===== config.mk =====
export PLATFORM = sky130hd
export DESIGN_NAME = mem_stage_lsu_flat
export DESIGN_NICKNAME = d
export VERILOG_FILES = /design/src/rtl/mem_stage_lsu_if.sv /design/src/rtl/mem_stage_lsu.sv /design/src/flat_wrapper.sv
export SDC_FILE = /design/constraint.sdc
export NUM_CORES = 1
export LEC_CHECK = 0
export CORE_MARGIN = 4
export CORE_UTILIZATION = 39
export CTS_BUF_LIST = sky130_fd_sc_hd__clkbuf_2 sky130_fd_sc_hd__clkbuf_4 sky130_fd_sc_hd__clkbuf_8
export CTS_CLUSTER_SIZE = 12
export DETAILED_ROUTE_END_ITERATION = 8
export GPL_ROUTABILITY_DRIVEN = 0
export GPL_TIMING_DRIVEN = 0
export PLACE_DENSITY = 0.79
export SKIP_CTS_REPAIR_TIMING = 1
export SLEW_MARGIN = 20
export SYNTH_ARGS = -nofsm -noshare
export SYNTH_HDL_FRONTEND = slang
export SYNTH_SLANG_ARGS = --single-unit

===== constraint.sdc =====
create_clock -name clk -period 1.8 [get_ports clk]
set_clock_uncertainty 0.05 [all_clocks]
set_input_delay 0.18 -clock clk [delete_from_list [all_inputs] [get_ports clk]]
set_output_delay 0.18 -clock clk [all_outputs]
set_load 0.02 [all_outputs]

===== src/rtl/mem_stage_lsu_if.sv =====
// Data-memory bus between the memory-stage LSU (master) and the data memory (slave).
// Request/grant handshake with byte enables; read data returns with rvalid.
interface mem_stage_lsu_if #(
    parameter int unsigned XLEN = 32
);
    logic                dmem_req;
    logic                dmem_we;
    logic [XLEN/8-1:0]   dmem_be;
    logic [XLEN-1:0]     dmem_addr;
    logic [XLEN-1:0]     dmem_wdata;
    logic                dmem_gnt;
    logic                dmem_rvalid;
    logic [XLEN-1:0]     dmem_rdata;

    modport master (
        output dmem_req, dmem_we, dmem_be, dmem_addr, dmem_wdata,
        input  dmem_gnt, dmem_rvalid, dmem_rdata
    );

    modport slave (
        input  dmem_req, dmem_we, dmem_be, dmem_addr, dmem_wdata,
        output dmem_gnt, dmem_rvalid, dmem_rdata
    );
endinterface


===== src/rtl/mem_stage_lsu.sv =====
// Memory-stage load/store unit: one op at a time from execute, req/gnt/rvalid bus,
// width/sign handling, misalignment and illegal-width detection, bus timeout.
module mem_stage_lsu #(
    parameter int unsigned XLEN    = 32,
    parameter int unsigned TIMEOUT = 255
) (
    input  logic            clk,
    input  logic            rst_n,
    input  logic            ex_valid,
    output logic            ex_ready,
    input  logic            ex_mem_read,
    input  logic            ex_mem_write,
    input  logic [2:0]      ex_funct3,
    input  logic [XLEN-1:0] ex_addr,
    input  logic [XLEN-1:0] ex_wdata,
    input  logic [4:0]      ex_rd,
    input  logic [XLEN-1:0] ex_npc,
    input  logic            ex_zero,
    mem_stage_lsu_if.master dmem,
    output logic            wb_valid,
    output logic [4:0]      wb_rd,
    output logic [XLEN-1:0] wb_lmd,
    output logic [1:0]      wb_err,
    output logic [XLEN-1:0] condpc
);
    localparam int unsigned NB  = XLEN / 8;
    localparam int unsigned OFF = $clog2(NB);
    localparam int unsigned CW  = (TIMEOUT > 1) ? $clog2(TIMEOUT) : 1;

    typedef enum logic [1:0] {IDLE, REQ, WAIT, RESP} state_t;
    typedef enum logic [1:0] {
        ERR_OK       = 2'b00,
        ERR_MISALIGN = 2'b01,
        ERR_TIMEOUT  = 2'b10,
        ERR_ILLEGAL  = 2'b11
    } err_t;

    state_t          state;
    logic [CW-1:0]   cnt;
    logic            op_load;
    logic [1:0]      op_size;
    logic            op_uns;
    logic [OFF-1:0]  op_off;

    logic [1:0]      ex_size;
    logic [OFF-1:0]  ex_off;
    logic            ex_is_mem;
    logic            ex_illegal;
    logic            ex_misaligned;
    logic [NB-1:0]   size_be;
    logic [NB-1:0]   ex_be;
    logic [XLEN-1:0] ex_wrep;

    logic [XLEN-1:0] rd_shift;
    logic [XLEN-1:0] keep;
    logic            sbit;
    logic [XLEN-1:0] ld_ext;
    logic            timeout_hit;

    assign ex_ready = (state == IDLE);
    assign condpc   = ex_zero ? ex_addr : ex_npc;
    assign ex_size  = ex_funct3[1:0];
    assign ex_off   = ex_addr[OFF-1:0];

    // Counter never passes TIMEOUT-1: the cycle it would reach TIMEOUT is the timeout cycle.
    assign timeout_hit = (TIMEOUT != 0) && (32'(cnt) == TIMEOUT - 1);

    // Decode of the operation presented by execute.
    always_comb begin
        ex_is_mem = ex_mem_read | ex_mem_write;
        if (ex_mem_read) begin
            unique case (ex_funct3)
                3'b000, 3'b001, 3'b010, 3'b100, 3'b101: ex_illegal = 1'b0;
                3'b110, 3'b011:                         ex_illegal = (XLEN != 64);
                default:                                ex_illegal = 1'b1;
            endcase
        end else begin
            ex_illegal = ex_funct3[2] | ((ex_funct3[1:0] == 2'b11) && (XLEN != 64));
        end
        ex_misaligned = (ex_off & OFF'((4'd1 << ex_size) - 4'd1)) != '0;

        unique case (ex_size)
            2'd0:    size_be = NB'(4'h1);
            2'd1:    size_be = NB'(4'h3);
            2'd2:    size_be = NB'(4'hF);
            default: size_be = '1;
        endcase
        ex_be = size_be << ex_off;

        unique case (ex_size)
            2'd0:    ex_wrep = {NB{ex_wdata[7:0]}};
            2'd1:    ex_wrep = {(NB/2){ex_wdata[15:0]}};
            2'd2:    ex_wrep = {(NB/4){ex_wdata[31:0]}};
            default: ex_wrep = ex_wdata;
        endcase
    end

    // Load data: bring the addressed lane to bit 0, then sign- or zero-extend.
    always_comb begin
        rd_shift = dmem.dmem_rdata >> {op_off, 3'b000};
        unique case (op_size)
            2'd0:    begin keep = XLEN'(8'hFF);         sbit = rd_shift[7];  end
            2'd1:    begin keep = XLEN'(16'hFFFF);      sbit = rd_shift[15]; end
            2'd2:    begin keep = XLEN'(32'hFFFF_FFFF); sbit = rd_shift[31]; end
            default: begin keep = '1;                   sbit = 1'b0;         end
        endcase
        ld_ext = (rd_shift & keep) | ((sbit & ~op_uns) ? ~keep : '0);
    end

    always_ff @(posedge clk or negedge rst_n) begin
        if (!rst_n) begin
            state            <= IDLE;
            cnt              <= '0;
            op_load          <= 1'b0;
            op_size          <= '0;
            op_uns           <= 1'b0;
            op_off           <= '0;
            dmem.dmem_req    <= 1'b0;
            dmem.dmem_we     <= 1'b0;
            dmem.dmem_be     <= '0;
            dmem.dmem_addr   <= '0;
            dmem.dmem_wdata  <= '0;
            wb_valid         <= 1'b0;
            wb_rd            <= '0;
            wb_lmd           <= '0;
            wb_err           <= ERR_OK;
        end else begin
            wb_valid <= 1'b0;
            unique case (state)
                IDLE: begin
                    cnt <= '0;
                    if (ex_valid) begin
                        op_load <= ex_mem_read;
                        op_size <= ex_size;
                        op_uns  <= ex_funct3[2];
                        op_off  <= ex_off;
                        wb_rd   <= ex_rd;
                        if (!ex_is_mem) begin
                            state    <= RESP;
                            wb_valid <= 1'b1;
                            wb_err   <= ERR_OK;
                        end else if (ex_illegal) begin
                            state    <= RESP;
                            wb_valid <= 1'b1;
                            wb_err   <= ERR_ILLEGAL;
                        end else if (ex_misaligned) begin
                            state    <= RESP;
                            wb_valid <= 1'b1;
                            wb_err   <= ERR_MISALIGN;
                        end else begin
                            state           <= REQ;
                            dmem.dmem_req   <= 1'b1;
                            dmem.dmem_we    <= ex_mem_write;
                            dmem.dmem_be    <= ex_be;
                            dmem.dmem_addr  <= {ex_addr[XLEN-1:OFF], {OFF{1'b0}}};
                            dmem.dmem_wdata <= ex_mem_write ? ex_wrep : '0;
                        end
                    end
                end
                REQ: begin
                    if (dmem.dmem_gnt && (!op_load || dmem.dmem_rvalid)) begin
                        dmem.dmem_req <= 1'b0;
                        state         <= RESP;
                        wb_valid      <= 1'b1;
                        wb_err        <= ERR_OK;
                        if (op_load) begin
                            wb_lmd <= ld_ext;
                        end
                    end else if (timeout_hit) begin
                        dmem.dmem_req <= 1'b0;
                        state         <= RESP;
                        wb_valid      <= 1'b1;
                        wb_err        <= ERR_TIMEOUT;
                    end else begin
                        cnt <= cnt + CW'(1);
                        if (dmem.dmem_gnt) begin
                            dmem.dmem_req <= 1'b0;
                            state         <= WAIT;
                        end
                    end
                end
                WAIT: begin
                    if (dmem.dmem_rvalid) begin
                        state    <= RESP;
                        wb_valid <= 1'b1;
                        wb_err   <= ERR_OK;
                        wb_lmd   <= ld_ext;
                    end else if (timeout_hit) begin
                        state    <= RESP;
                        wb_valid <= 1'b1;
                        wb_err   <= ERR_TIMEOUT;
                    end else begin
                        cnt <= cnt + CW'(1);
                    end
                end
                RESP: begin
                    state <= IDLE;
                end
                default: begin
                    state <= IDLE;
                end
            endcase
        end
    end
endmodule


===== src/flat_wrapper.sv =====
// flat-port wrapper written by rule: the top's interface ports become plain ports
module mem_stage_lsu_flat 
#(
    parameter int unsigned XLEN    = 32,
    parameter int unsigned TIMEOUT = 255
)
  (clk, rst_n, ex_valid, ex_ready, ex_mem_read, ex_mem_write, ex_funct3, ex_addr, ex_wdata, ex_rd, ex_npc, ex_zero, wb_valid, wb_rd, wb_lmd, wb_err, condpc, dmem_dmem_req, dmem_dmem_we, dmem_dmem_be, dmem_dmem_addr, dmem_dmem_wdata, dmem_dmem_gnt, dmem_dmem_rvalid, dmem_dmem_rdata);
  mem_stage_lsu_if #(.XLEN(XLEN)) dmem_i ();
  input  logic clk;
  input  logic rst_n;
  input  logic ex_valid;
  output logic ex_ready;
  input  logic ex_mem_read;
  input  logic ex_mem_write;
  input  logic [2:0] ex_funct3;
  input  logic [XLEN-1:0] ex_addr;
  input  logic [XLEN-1:0] ex_wdata;
  input  logic [4:0] ex_rd;
  input  logic [XLEN-1:0] ex_npc;
  input  logic ex_zero;
  output logic wb_valid;
  output logic [4:0] wb_rd;
  output logic [XLEN-1:0] wb_lmd;
  output logic [1:0] wb_err;
  output logic [XLEN-1:0] condpc;
  output wire logic [$bits(dmem_i.dmem_req)-1:0] dmem_dmem_req;
  output wire logic [$bits(dmem_i.dmem_we)-1:0] dmem_dmem_we;
  output wire logic [$bits(dmem_i.dmem_be)-1:0] dmem_dmem_be;
  output wire logic [$bits(dmem_i.dmem_addr)-1:0] dmem_dmem_addr;
  output wire logic [$bits(dmem_i.dmem_wdata)-1:0] dmem_dmem_wdata;
  input wire logic [$bits(dmem_i.dmem_gnt)-1:0] dmem_dmem_gnt;
  input wire logic [$bits(dmem_i.dmem_rvalid)-1:0] dmem_dmem_rvalid;
  input wire logic [$bits(dmem_i.dmem_rdata)-1:0] dmem_dmem_rdata;
  assign dmem_dmem_req = dmem_i.dmem_req;
  assign dmem_dmem_we = dmem_i.dmem_we;
  assign dmem_dmem_be = dmem_i.dmem_be;
  assign dmem_dmem_addr = dmem_i.dmem_addr;
  assign dmem_dmem_wdata = dmem_i.dmem_wdata;
  assign dmem_i.dmem_gnt = dmem_dmem_gnt;
  assign dmem_i.dmem_rvalid = dmem_dmem_rvalid;
  assign dmem_i.dmem_rdata = dmem_dmem_rdata;
  mem_stage_lsu #(.XLEN(XLEN), .TIMEOUT(TIMEOUT)) u_core (.clk(clk), .rst_n(rst_n), .ex_valid(ex_valid), .ex_ready(ex_ready), .ex_mem_read(ex_mem_read), .ex_mem_write(ex_mem_write), .ex_funct3(ex_funct3), .ex_addr(ex_addr), .ex_wdata(ex_wdata), .ex_rd(ex_rd), .ex_npc(ex_npc), .ex_zero(ex_zero), .dmem(dmem_i), .wb_valid(wb_valid), .wb_rd(wb_rd), .wb_lmd(wb_lmd), .wb_err(wb_err), .condpc(condpc));
endmodule

==> results by group <==
Run status
  – Run status: finished, violations left
  – Failing checks: setup timing

Global route
  – Number of antenna violations at the first check in global routing: 0
  – Largest net degree at the start of global routing: 99
  – GR Util All Layers: 22.8%
  – Overflow left after global routing: 0
  – Global-route wire length before repair: 33100 um
  – Number of global-route vias before repair: 6286

Worst setup path
  – Startpoint types: register
  – Worst-path fanout max: 7
  – Setup crit end kind: register
  – Setup CP Type: reg -> reg
  – Worst R2R Path Depth: 7
  – R2r startpoint: u_core.op_off[0]
  – Critical path arrival: 2.11 ns
  – R2R Setup Slk: -0.05 ns
  – Worst EP required: 2.06 ns
  – Terminus of the critical flop-to-flop path: u_core.wb_lmd[20]

Layout
  – # nets final: 1191
  – Most common cell after layout, fill and taps aside: clkdlybuf4s50_1
  – Area Growth Syn to Fin: 66.4%
  – FF+latch area: 3110 um^2
  – Footprint of the multi-input gates: 3400 um^2
  – Post-Layout Cell Count: 1269
  – Util after Layout: 66.8%
  – Most frequent cells in the layout: clkdlybuf4s50_1 (274), nand2_1 (240), dfrtp_1 (122), mux2_2 (51), nand3_1 (36)
  – Fillcell total: 1287
  – Share of cells above drive strength 1: 18.9%
  – ANT cells: 0

Route
  – Total iterations of the first detailed-routing run: 5
  – Via density: 5.05
  – DRC: 0
  – Final wirelength: 22900 um
  – Initial DRC count: 281
  – Wire length per cell: 18.0 um
  – Antenna-violating nets left: 0
  – Routed vias: 6407

Clock tree
  – CTS tree: done
  – Root Buffer: clkbuf_8
  – Clock sink count: 124
  – H-tree depth: 4
  – Longest Clk Path Bufs: 2
  – Cts bufs inserted: 17
  – CTS clk-pin slew, worst paths: 0.08 ns
  – Clk Latency, worst-skew pair: 0.44 ns

Power and ir drop
  – Cell Pwr Density: 1620 nW/um^2
  – Sequential share of power: 27.5%
  – Total power: 17400 uW
  – Static Leak: 0.00499 uW
  – Combinational Power Share: 55.8%
  – Clk network pwr share: 16.7%
  – Maximum VDD drop: 1190 uV
  – Switching share of total power: 40.7%
  – NetSw: 7070 uW
  – Internal: 10300 uW

Min path
  – HP Start: ex_funct3[1]
  – Hold Path End: u_core.op_size[1]
  – Hold Crit Depth: 2
  – HP Class: in -> reg

Placement
  – Final HPWL DP: 17100 um
  – IO buf count: 281
  – Placement Setup Slack: -1.13 ns
  – Placed cell count: 1216

Floorplan
  – # IOs: 287
  – Horiz. Die Dim: 137 um
  – Die footprint: 18700 um^2
  – Cell row count: 46
  – Core Region: 16100 um^2
  – Chip Height: 137 um
  – Starting Density: 40.1%

STA
  – Slew headroom: 54.8%
  – F_max: 539 MHz
  – RSZ-0062 raised after global routing: true
  – Period utilisation layout: 103%
  – Hold_ws: 0.0568 ns
  – Final setup violation count: 13
  – Setup ws final: -0.0547 ns
  – Slew Viols, Final: 0
  – Final hold vios: 0
  – Measured slew at the worst slew-check pin: 0.678 ns
  – Fin crit period: 1.85 ns

Synth
  – Synth Flop Type: dfrtp_1
  – Yosys warnings: 0
  – Mapped Area: 6450 um^2
  – Post-synthesis cell type count: 47
  – Synth Register Bits: 124
  – Ys async rst share: 100%
  – Syn avg cell area: 8.99 um^2
  – Mapped Cells: 717
  – EDFF count, synth: 0
  – Seq/Total Area, Yosys: 48.1%

Job
  – Max Cap Viol: 0
[cell type report]
class / instances / share of cell area [%]
Multi-Input combinational cell: 538 / 31.7
Timing Repair Buffer: 306 / 29.0
Sequential cell: 124 / 29.0
Buffer: 45 / 3.15
Clock buffer: 21 / 2.64
Tap cell: 216 / 2.52
Clock inverter: 11 / 1.76
Inverter: 8 / 0.303
[kinds of logic (layout without fill, tap and decap cells)]
| family | Yosys count | count (layout) | share of synthesized area, % |
|---|---|---|---|
| compound gates | 94 | 94 | 10.5 |
| fa+ha+maj | 7 | 7 | 1.36 |
| other cells | 1 | 2 | 0.0582 |
| xor+xnor | 5 | 5 | 0.679 |
| buf+inv | 56 | 391 | 3.82 |
| flops | 124 | 124 | 48.1 |
| simple gates | 361 | 361 | 23.5 |
| mux | 69 | 69 | 11.9 |
[metrics by stage]
stage,cell area (um^2),TNS [ns]
detailed placement,9650,-97.18
global placement,9620,-653.50
finish,10700,-0.372
floorplan,6540,-2.35
CTS,10100,-62.11
global route,10700,-3.85
[synthesized netlist by cell type (2+ instances only)]
cell | n | area share, %
ha_1 | 7 | 1.4
and2_1 | 3 | 0.29
nand3b_1 | 2 | 0.23
mux2i_1 | 17 | 2.6
o311ai_0 | 8 | 1.1
mux2_2 | 51 | 8.9
nor2_1 | 32 | 1.9
a22o_1 | 10 | 1.4
a211oi_1 | 9 | 1.0
and3_1 | 2 | 0.19
nand4_1 | 4 | 0.39
o22ai_1 | 3 | 0.29
nand2b_1 | 3 | 0.29
nand3_1 | 45 | 3.5
xor2_1 | 5 | 0.68
buf_2 | 8 | 0.62
a21o_1 | 5 | 0.58
nor2b_1 | 10 | 0.97
buf_4 | 7 | 0.82
nand2_1 | 251 | 15
clkbuf_1 | 24 | 1.4
buf_1 | 9 | 0.52
inv_1 | 8 | 0.47
a21oi_1 | 23 | 1.8
o21ai_0 | 15 | 1.2
o22a_1 | 10 | 1.4
o31ai_1 | 3 | 0.35
dfrtp_1 | 124 | 48
[worst max-delay path, cell delays in order, from the launching register on]
cell and delay, ns:
dfrtp_1 0.35, buf_6 0.13, mux4_2 0.55, nor2_4 0.15
mux2i_2 0.11, nand3_4 0.12, buf_6 0.16, o311ai_1 0.10
[power by group through the flow]
stage          registers [uW]  logic, uW  clock network (uW)
2_1_floorplan            6040       3450                   0
3_3_place_gp             4740       8450                   0
3_5_place_dp             4800       8610                   0
4_1_cts                  4750       8640                2950
5_1_grt                  4940      10400                3080
6_report                 4790       9690                2900
[state kept, by name, indices dropped and copies added, names as in the netlist]
name	cells
u_core.cnt	8
u_core.dmem.dmem_addr	30
u_core.dmem.dmem_be	4
u_core.dmem.dmem_req	1
u_core.dmem.dmem_wdata	32
u_core.dmem.dmem_we	1
u_core.op_load	1
u_core.op_off	2
u_core.op_size	2
u_core.op_uns	1
u_core.state	2
u_core.wb_err	2
u_core.wb_lmd	32
u_core.wb_rd	5
u_core.wb_valid	1
[layer usage]
metal  share of wire [%]  vias up  global-route usage (%)
met5                   0        -                       0
met4                 2.9        0                    8.51
met3                 7.9       45                    5.81
met2                  50      258                    40.0
met1                  39     3030                    26.9
li1                    -     3074                       -
[worst max-delay path by stage]
stage,from,to,slack [ns],cells after the start
after CTS,ex_funct3[0],u_core.dmem.dmem_addr[28],-0.64,11
after detailed placement,ex_funct3[0],u_core.dmem.dmem_addr[28],-1.13,11
after global routing,u_core.op_off[0],u_core.wb_lmd[20],-0.12,8
after global placement,rst_n,u_core.dmem.dmem_addr[25],-4.52,1
final,u_core.op_off[0],u_core.wb_lmd[20],-0.05,7
after floorplan,ex_funct3[0],u_core.dmem.dmem_be[3],-0.08,9
(Power assumes the default switching activity.)
